### src/rtl/multi_inverter_filt_pkg.sv
// Shared defaults and sizing helper for the multi-channel filtered inverter.
package multi_inverter_filt_pkg;

  localparam int unsigned DEF_WIDTH       = 8;
  localparam int unsigned DEF_SYNC_STAGES = 2;
  localparam int unsigned DEF_FILT_CYCLES = 4;

  // Counter must hold FILT_CYCLES-1 and never wrap.
  function automatic int unsigned cnt_width(input int unsigned filt_cycles);
    return (filt_cycles < 1) ? 1 : $clog2(filt_cycles + 1);
  endfunction

endpackage

### src/rtl/multi_inverter_filt_if.sv
// Channel bundle between the lab I/O side (master) and the filter block (slave).
interface multi_inverter_filt_if #(
  parameter int unsigned WIDTH = 8
);
  logic             en;
  logic [WIDTH-1:0] in;
  logic [WIDTH-1:0] pol_mask;
  logic [WIDTH-1:0] out;
  logic [WIDTH-1:0] chg;

  modport master (
    output en,
    output in,
    output pol_mask,
    input  out,
    input  chg
  );

  modport slave (
    input  en,
    input  in,
    input  pol_mask,
    output out,
    output chg
  );
endinterface

### src/rtl/multi_inverter_filt_channel.sv
// One channel: input synchroniser followed by a consecutive-cycle debounce filter.
module multi_inverter_filt_channel
  import multi_inverter_filt_pkg::*;
#(
  parameter int unsigned SYNC_STAGES = DEF_SYNC_STAGES,
  parameter int unsigned FILT_CYCLES = DEF_FILT_CYCLES
) (
  input  logic clk,
  input  logic rst,
  input  logic en,
  input  logic din,
  output logic f
);

  localparam int unsigned CW = cnt_width(FILT_CYCLES);
  localparam logic [CW-1:0] CNT_LAST = CW'(FILT_CYCLES - 1);

  logic [SYNC_STAGES-1:0] sync_q;
  logic                   s;
  logic [CW-1:0]          cnt_q;
  logic                   f_q;

  // Synchroniser runs regardless of en so no stale level is held.
  always_ff @(posedge clk or posedge rst) begin
    if (rst) begin
      sync_q <= '0;
    end else begin
      sync_q <= {sync_q[SYNC_STAGES-2:0], din};
    end
  end

  assign s = sync_q[SYNC_STAGES-1];

  always_ff @(posedge clk or posedge rst) begin
    if (rst) begin
      cnt_q <= '0;
      f_q   <= 1'b0;
    end else if (en) begin
      if (s == f_q) begin
        cnt_q <= '0;
      end else if (cnt_q == CNT_LAST) begin
        f_q   <= s;
        cnt_q <= '0;
      end else begin
        cnt_q <= cnt_q + 1'b1;
      end
    end
  end

  assign f = f_q;

endmodule

### src/rtl/multi_inverter_filt.sv
// WIDTH filtered channels with per-channel polarity, registered outputs and change strobes.
module multi_inverter_filt
  import multi_inverter_filt_pkg::*;
#(
  parameter int unsigned WIDTH       = DEF_WIDTH,
  parameter int unsigned SYNC_STAGES = DEF_SYNC_STAGES,
  parameter int unsigned FILT_CYCLES = DEF_FILT_CYCLES
) (
  input logic                  clk,
  input logic                  rst,
  multi_inverter_filt_if.slave bus
);

  logic [WIDTH-1:0] f;
  logic [WIDTH-1:0] f_prev_q;
  logic [WIDTH-1:0] out_q;
  logic [WIDTH-1:0] chg_q;

  for (genvar i = 0; i < WIDTH; i++) begin : g_ch
    multi_inverter_filt_channel #(
      .SYNC_STAGES (SYNC_STAGES),
      .FILT_CYCLES (FILT_CYCLES)
    ) u_ch (
      .clk (clk),
      .rst (rst),
      .en  (bus.en),
      .din (bus.in[i]),
      .f   (f[i])
    );
  end

  // f_prev_q tracks f one edge behind, so chg lines up with the out update.
  always_ff @(posedge clk or posedge rst) begin
    if (rst) begin
      f_prev_q <= '0;
      out_q    <= '0;
      chg_q    <= '0;
    end else begin
      f_prev_q <= f;
      out_q    <= f ^ bus.pol_mask;
      chg_q    <= f ^ f_prev_q;
    end
  end

  assign bus.out = out_q;
  assign bus.chg = chg_q;

endmodule

### src/flat_wrapper.sv
// flat-port wrapper written by rule: the top's interface ports become plain ports
module multi_inverter_filt_flat import multi_inverter_filt_pkg::*;
#(
  parameter int unsigned WIDTH       = DEF_WIDTH,
  parameter int unsigned SYNC_STAGES = DEF_SYNC_STAGES,
  parameter int unsigned FILT_CYCLES = DEF_FILT_CYCLES
)
  (clk, rst, bus_en, bus_in, bus_pol_mask, bus_out, bus_chg);
  multi_inverter_filt_if #(.WIDTH(WIDTH)) bus_i ();
  input logic clk;
  input logic rst;
  input wire logic [$bits(bus_i.en)-1:0] bus_en;
  input wire logic [$bits(bus_i.in)-1:0] bus_in;
  input wire logic [$bits(bus_i.pol_mask)-1:0] bus_pol_mask;
  output wire logic [$bits(bus_i.out)-1:0] bus_out;
  output wire logic [$bits(bus_i.chg)-1:0] bus_chg;
  assign bus_i.en = bus_en;
  assign bus_i.in = bus_in;
  assign bus_i.pol_mask = bus_pol_mask;
  assign bus_out = bus_i.out;
  assign bus_chg = bus_i.chg;
  multi_inverter_filt #(.WIDTH(WIDTH), .SYNC_STAGES(SYNC_STAGES), .FILT_CYCLES(FILT_CYCLES)) u_core (.clk(clk), .rst(rst), .bus(bus_i));
endmodule
### config.mk
export PLATFORM = sky130hd
export DESIGN_NAME = multi_inverter_filt_flat
export DESIGN_NICKNAME = d
export VERILOG_FILES = /design/src/rtl/multi_inverter_filt_pkg.sv /design/src/rtl/multi_inverter_filt_if.sv /design/src/rtl/multi_inverter_filt_channel.sv /design/src/rtl/multi_inverter_filt.sv /design/src/flat_wrapper.sv
export SDC_FILE = /design/constraint.sdc
export NUM_CORES = 1
export LEC_CHECK = 0
export CAP_MARGIN = 20
export CORE_MARGIN = 1
export CORE_UTILIZATION = 50
export DETAILED_ROUTE_END_ITERATION = 10
export PLACE_DENSITY_LB_ADDON = 0.2
export RECOVER_POWER = 100
export SLEW_MARGIN = 10
export SYNTH_ARGS = -nofsm -noshare
export SYNTH_HDL_FRONTEND = slang
export SYNTH_SLANG_ARGS = --single-unit
### constraint.sdc
create_clock -name clk -period 2.8 [get_ports clk]
set_input_delay 0.28 -clock clk [delete_from_list [all_inputs] [get_ports clk]]
set_output_delay 0.28 -clock clk [all_outputs]
set_load 0.005 [all_outputs]
==> results.json, run 1 <==
{
  "hp-class": "reg2reg",
  "fp-row-count": 27,
  "max_slew_margin_pct": -10.98,
  "routed_wirelength_mm": 3.874,
  "cts-root-buf": "clkbuf_8",
  "ios": 35,
  "hpwl_mm": 2.443,
  "fin_crit_ps": 1838,
  "cts_setup_buffers": 0,
  "rsz0062_at_grt": "no",
  "vias": 1568,
  "ys_async_sr_fraction_pct": 100.0,
  "fin_cells": 325,
  "routabilityCongestion": 0.7084,
  "fin_area_um2": 3411,
  "worst_pin_slew_ps": 1665,
  "placed_area_um2": 3248,
  "drcViolationCount": 0,
  "avgSynthCellArea_um2": 13.74,
  "cp_slowest_cell": "clkbuf_1",
  "synth_edf_count": 0,
  "finalSetupViolCount": 0,
  "port-buffer-count": 34,
  "p_leak_nw": 1.531,
  "synth_ff_type": "dfrtp_1",
  "skew_ps": 5.725,
  "clockBufferDepth": 2,
  "utilization_pct": 62.32,
  "synth_top_area_share_pct": 63.66,
  "cp-end-kind": "flip-flop",
  "postLayoutSetupSlackWorst_ps": 962.1,
  "cts.repair.resized": 0,
  "crit_type": "in2reg",
  "start_util_pct": 51.71,
  "critPathArrivalTime_ps": 2070,
  "die_h_um": 77.24,
  "cp-start-kind": "input port",
  "synthAdderAreaFrac_pct": 3.537,
  "synth.distinct_cells": 19,
  "yosysMostFrequentCell": "dfrtp_1",
  "outcome": "complete, but fails checks",
  "cts_hold_buf": 0,
  "synth_top_family_by_area": "simple AND/OR/NAND/NOR gates",
  "netlist_top_cells_count": "72 x dfrtp_1, 24 x nand2b_1, 17 x inv_1",
  "grt_pass1_wl_mm": 6.803,
  "layout.nets": 275,
  "num-fill-cells": 446,
  "design.die.area_um2": 5965,
  "syn_nets": 233,
  "crit_required_ps": 3040,
  "grt_max_degree": 73,
  "crit_path_frequent_cell": "clkbuf_1",
  "core-area_um2": 5473,
  "violations": "max-capacitance violations, max-slew violations",
  "regArea_um2": 1802,
  "seq_area_frac_synth_pct": 63.66,
  "antenna_found_initial": 0,
  "synth_compound_gate_area_share_pct": 8.311,
  "detail_route.wl_per_cell_um": 11.92,
  "drt-initial-drc-count": 68,
  "vdd_drop_max_mv": 0.4942,
  "hold_viol": 0,
  "ant_nets": 0,
  "pre_cts_slack_ps": 1235,
  "clkSinkCount": 72,
  "path_max_fanout": 43,
  "yosysWarnings": 0,
  "netlist_area_um2": 2830,
  "ys_seq_elements": 72,
  "max_stage_delay_ps": 1180,
  "slew_viol_final": 44,
  "netlist_top_cells_area": "dfrtp_1 64%, nand2b_1 5.3%, xor2_1 5.0%",
  "grt.overflow.total": 0,
  "max_cap_violations": 1,
  "synth_xor_area_share_pct": 7.427,
  "synthMuxAreaShare_pct": 3.316,
  "grt_use_total_pct": 15.08,
  "first_pass_iters": 4,
  "cts_tree": "built",
  "post_route_cells_drive_above_1_share_pct": 7.510,
  "fmax_mhz": 544.1,
  "avgViaCountPerCell": 4.825,
  "numCtsBuffers": 9,
  "yosys.area_share.simple_pct": 10.26,
  "clk_pin_slew_worst_paths_ps": 70,
  "path_cells": "clkbuf_1 -> clkbuf_1 -> nand2b_1 -> o31ai_1",
  "powerDensity_nw_per_um2": 1016,
  "h-tree-depth": 3,
  "synth_area_leader_cell": "dfrtp_1",
  "dp_cells": 309,
  "die_width_um": 77.24,
  "grt_pass1_vias": 1597,
  "syn2layout_area_growth_pct": 20.51,
  "tns_ps": 0,
  "period_share_pct": 65.64,
  "multi_input_area_um2": 898.4,
  "clkLatencyLatePin_ps": 330,
  "synth_cells": 206,
  "n_antenna_cell": 0
}
[metrics by stage]
step	hold slack [ps]	power (W)
after floorplan	311.4	0.002372
after CTS	349.8	0.003604
after global placement	331.2	0.002732
after detailed placement	335.8	0.002781
after global routing	359.4	0.003721
final	348.1	0.003464
[final cells by class]
cell class | count | area share, %
clock buffer | 13 | 4.659
multi-input combinational | 112 | 26.34
timing repair buffer | 36 | 10.49
clock inverter | 3 | 1.174
sequential | 72 | 52.82
tap | 72 | 2.641
inverter | 17 | 1.871
[worst paths after layout]
check	endpoint	cells after the start	from	slack (ps)
worst min-delay path	u_core.g_ch[7].u_ch.sync_q[1]	0	u_core.g_ch[7].u_ch.sync_q[0]	350
worst min register to register	u_core.g_ch[7].u_ch.sync_q[1]	0	u_core.g_ch[7].u_ch.sync_q[0]	350
worst max register to register	u_core.g_ch[4].u_ch.f	3	u_core.g_ch[4].u_ch.cnt_q[0]	1610
max in group asynchronous	u_core.g_ch[4].u_ch.sync_q[1]	3	rst	2020
min in group asynchronous	u_core.g_ch[7].u_ch.cnt_q[2]	3	rst	490
worst max-delay path	u_core.g_ch[6].u_ch.cnt_q[0]	4	bus_en	960
[routing by layer]
layer,vias to the layer above,share of wire (%),track usage (%)
li1,772,-,-
met1,761,48,18.49
met2,27,46,23.10
met3,8,3.6,3.929
met4,0,2.8,10.75
met5,-,0,0
[registers in the layout, summed over array words and instances, names as in the netlist]
signal and count:
u_core.g_ch.u_ch.sync_q 16, u_core.bus.chg 8, u_core.g_ch.u_ch.cnt_q 24, u_core.bus.out 8
u_core.f_prev_q 8, u_core.g_ch.u_ch.f 8
[cell families (layout without fill, tap and decap cells)]
kind of cell,Yosys count,after routing
mux,8,8
flops,72,72
compound gates,24,24
buf+inv,22,69
simple gates,48,48
fa+ha+maj,8,8
xor+xnor,24,24
[placed cells by master, fill, tap and decap left out]
master / count
buf_12: 1
bufinv_16: 1
clkbuf_1: 4
clkbuf_8: 11
clkdlybuf4s50_1: 8
clkinv_2: 2
dfrtp_1: 72
dlygate4sd3_1: 25
ha_1: 8
inv_1: 17
mux2_1: 8
nand2_1: 8
nand2b_1: 24
nand3b_1: 8
nor2b_1: 8
o22ai_1: 9
o31ai_1: 8
o32ai_1: 3
o32ai_2: 4
xnor2_1: 8
xor2_1: 16
[worst max-delay path: cells and delay by family]
family | cells | cell delay (ps)
buffers and inverters | 2 | 1480
AOI/OAI and AO/OA | 1 | 210
and+or+nand+nor | 1 | 90
[power breakdown]
| group | switching, W | internal [W] | total [W] |
|---|---|---|---|
| Sequential | 0.000270 | 0.00145 | 0.00172 |
| Clock | 0.000348 | 0.000458 | 0.000806 |
| Combinational | 0.000391 | 0.000548 | 0.000938 |
No activity file was read; power rests on OpenSTA's default activity.
==> run 2, diff against run 1 <==
CORE_UTILIZATION = 49   (was 50)
clock period = 1.65 ns   (was 2.8 ns; I/O delays follow)
==> run 2 against run 1 <==
Net effect: the run now ends clean; total power rose by 65%; clock skew increased by 1.5 ps; non-clock buffer count grew 2; clock power rose by 48%; critical path type is now reg2out; largest cell class unchanged; largest power group unchanged.
==> results.json, run 2 (synthesis results as in run 1) <==
{
  "start_util_pct": 51.08,
  "switchingPower_w": 0.001686,
  "crit_cells": 1,
  "routed_wirelength_mm": 3.803,
  "final_cell_mix": "72 x dfrtp_1, 25 x dlygate4sd3_1, 24 x nand2b_1, 16 x inv_1, 16 x xor2_1",
  "syn2layout_area_growth_pct": 20.38,
  "hold_slack_ps": 155.9,
  "design.die.area_um2": 6084,
  "cts_hold_buf": 0,
  "largest_register_ffs": 24,
  "vias": 1587,
  "ios": 35,
  "grt_max_degree": 73,
  "grt_use_total_pct": 15.50,
  "h-tree-depth": 3,
  "drt-initial-drc-count": 76,
  "largest-register": "u_core.g_ch.u_ch.cnt_q",
  "grt.overflow.total": 0,
  "endpoint": "bus_chg[0]",
  "crit_type": "reg2out",
  "combPwrFrac_pct": 28.0,
  "crit_required_ps": 1480,
  "max_slew_margin_pct": 38.25,
  "hold_viol": 0,
  "cp-start-kind": "flip-flop",
  "post_route_cells_drive_above_1_share_pct": 8.661,
  "routabilityCongestion": 0.7465,
  "avgViaCountPerCell": 4.868,
  "cts-root-buf": "clkbuf_8",
  "numCtsBuffers": 9,
  "path_max_fanout": 1,
  "skew_ps": 7.177,
  "grt_pass1_vias": 1631,
  "rr_endpoint": "u_core.g_ch[1].u_ch.cnt_q[1]",
  "layout.nets": 277,
  "clockBufferDepth": 2,
  "cts_setup_buffers": 0,
  "cts_tree": "built",
  "port-buffer-count": 34,
  "fmax_mhz": 686.8,
  "slew_viol_final": 0,
  "worst_pin_slew_ps": 926.2,
  "cp_slowest_cell": "dlygate4sd3_1",
  "cts.repair.resized": 0,
  "die_width_um": 78,
  "ant_nets": 0,
  "clkSinkCount": 72,
  "powerDensity_nw_per_um2": 1675,
  "finalSetupViolCount": 0,
  "first_pass_iters": 4,
  "core-area_um2": 5540,
  "period_share_pct": 88.24,
  "fin_cells": 326,
  "min_path_cells": 2,
  "clkLatencyLatePin_ps": 340,
  "postLayoutSetupSlackWorst_ps": 194.0,
  "fin_crit_ps": 1456,
  "swShare_pct": 29.55,
  "rr_worst_depth": 3,
  "final_common_cell": "dfrtp_1",
  "pwr-share-seq_pct": 51.2,
  "pre_cts_slack_ps": 504.4,
  "outcome": "completed",
  "crit_start": "u_core.bus.chg[0]",
  "grt_pass1_wl_mm": 6.975,
  "critPathArrivalTime_ps": 1290,
  "r2r_slack_ps": 500,
  "cp_top_family": "buffers and inverters",
  "cp-end-kind": "output port",
  "antenna_found_initial": 0,
  "detail_route.wl_per_cell_um": 11.67,
  "internal-power_w": 0.004020,
  "p_leak_nw": 1.524,
  "fp-row-count": 27,
  "path_cells": "dlygate4sd3_1",
  "hpwl_mm": 2.442,
  "tns_ps": 0,
  "max_cap_violations": 0,
  "n_antenna_cell": 0,
  "rsz0062_at_grt": "no",
  "vdd_drop_max_mv": 0.8503,
  "clk_pin_slew_worst_paths_ps": 70,
  "rr_startpoint": "u_core.g_ch[1].u_ch.cnt_q[0]",
  "num-fill-cells": 458,
  "top_regs": "u_core.g_ch.u_ch.cnt_q: 24 flops, u_core.g_ch.u_ch.sync_q: 16 flops",
  "die_h_um": 78,
  "critPathBufInv": 1,
  "clkPwrFrac_pct": 20.8,
  "hp-class": "in2reg",
  "max_stage_delay_ps": 580,
  "drcViolationCount": 0,
  "dp_cells": 311
}
==> run 2: metrics by stage <==
| stage | utilization, % | cell area, um^2 | power [W] |
|---|---|---|---|
| 3_3_place_gp | 59.19 | 3279 | 0.004649 |
| 6_report | 61.50 | 3407 | 0.005706 |
| 4_1_cts | 62.20 | 3446 | 0.005958 |
| 3_5_place_dp | 59.19 | 3279 | 0.004725 |
| 5_1_grt | 61.50 | 3407 | 0.006183 |
| 2_1_floorplan | - | 2834 | 0.004026 |
==> run 2: final cells by class <==
| class | count | area [um^2] | share of cell area [%] |
|---|---|---|---|
| multi-input combinational | 112 | 903.4 | 26.51 |
| timing repair buffer | 38 | 377.9 | 11.09 |
| clock buffer | 15 | 166.4 | 4.884 |
| inverter | 17 | 67.56 | 1.983 |
| sequential | 72 | 1802 | 52.88 |
| tap | 72 | 90.09 | 2.644 |
==> run 2: power groups by stage <==
| stage | combinational (W) | clock, W | sequential, W |
|---|---|---|---|
| 2_1_floorplan | 0.00112 | 0 | 0.00290 |
| 3_3_place_gp | 0.00170 | 0 | 0.00295 |
| 3_5_place_dp | 0.00176 | 0 | 0.00297 |
| 4_1_cts | 0.00177 | 0.00124 | 0.00294 |
| 5_1_grt | 0.00185 | 0.00130 | 0.00303 |
| 6_report | 0.00160 | 0.00119 | 0.00292 |
==> run 2: metal layers <==
| layer | part of all wire (%) | track usage, % |
|---|---|---|
| met2 | 46 | 24.16 |
| met1 | 46 | 17.91 |
| met4 | 2.2 | 7.778 |
| met3 | 5.7 | 7.294 |
| met5 | 0 | 0 |
==> run 2: how the worst min path moves through the flow <==
stage,slack (ps),to,from
2_1_floorplan,200,u_core.g_ch[0].u_ch.sync_q[0],bus_in[0]
3_3_place_gp,330,u_core.g_ch[2].u_ch.sync_q[1],u_core.g_ch[2].u_ch.sync_q[0]
3_5_place_dp,340,u_core.g_ch[5].u_ch.sync_q[1],u_core.g_ch[5].u_ch.sync_q[0]
4_1_cts,130,u_core.g_ch[7].u_ch.cnt_q[1],bus_en
5_1_grt,180,u_core.g_ch[7].u_ch.cnt_q[1],bus_en
6_report,160,u_core.g_ch[7].u_ch.cnt_q[1],bus_en
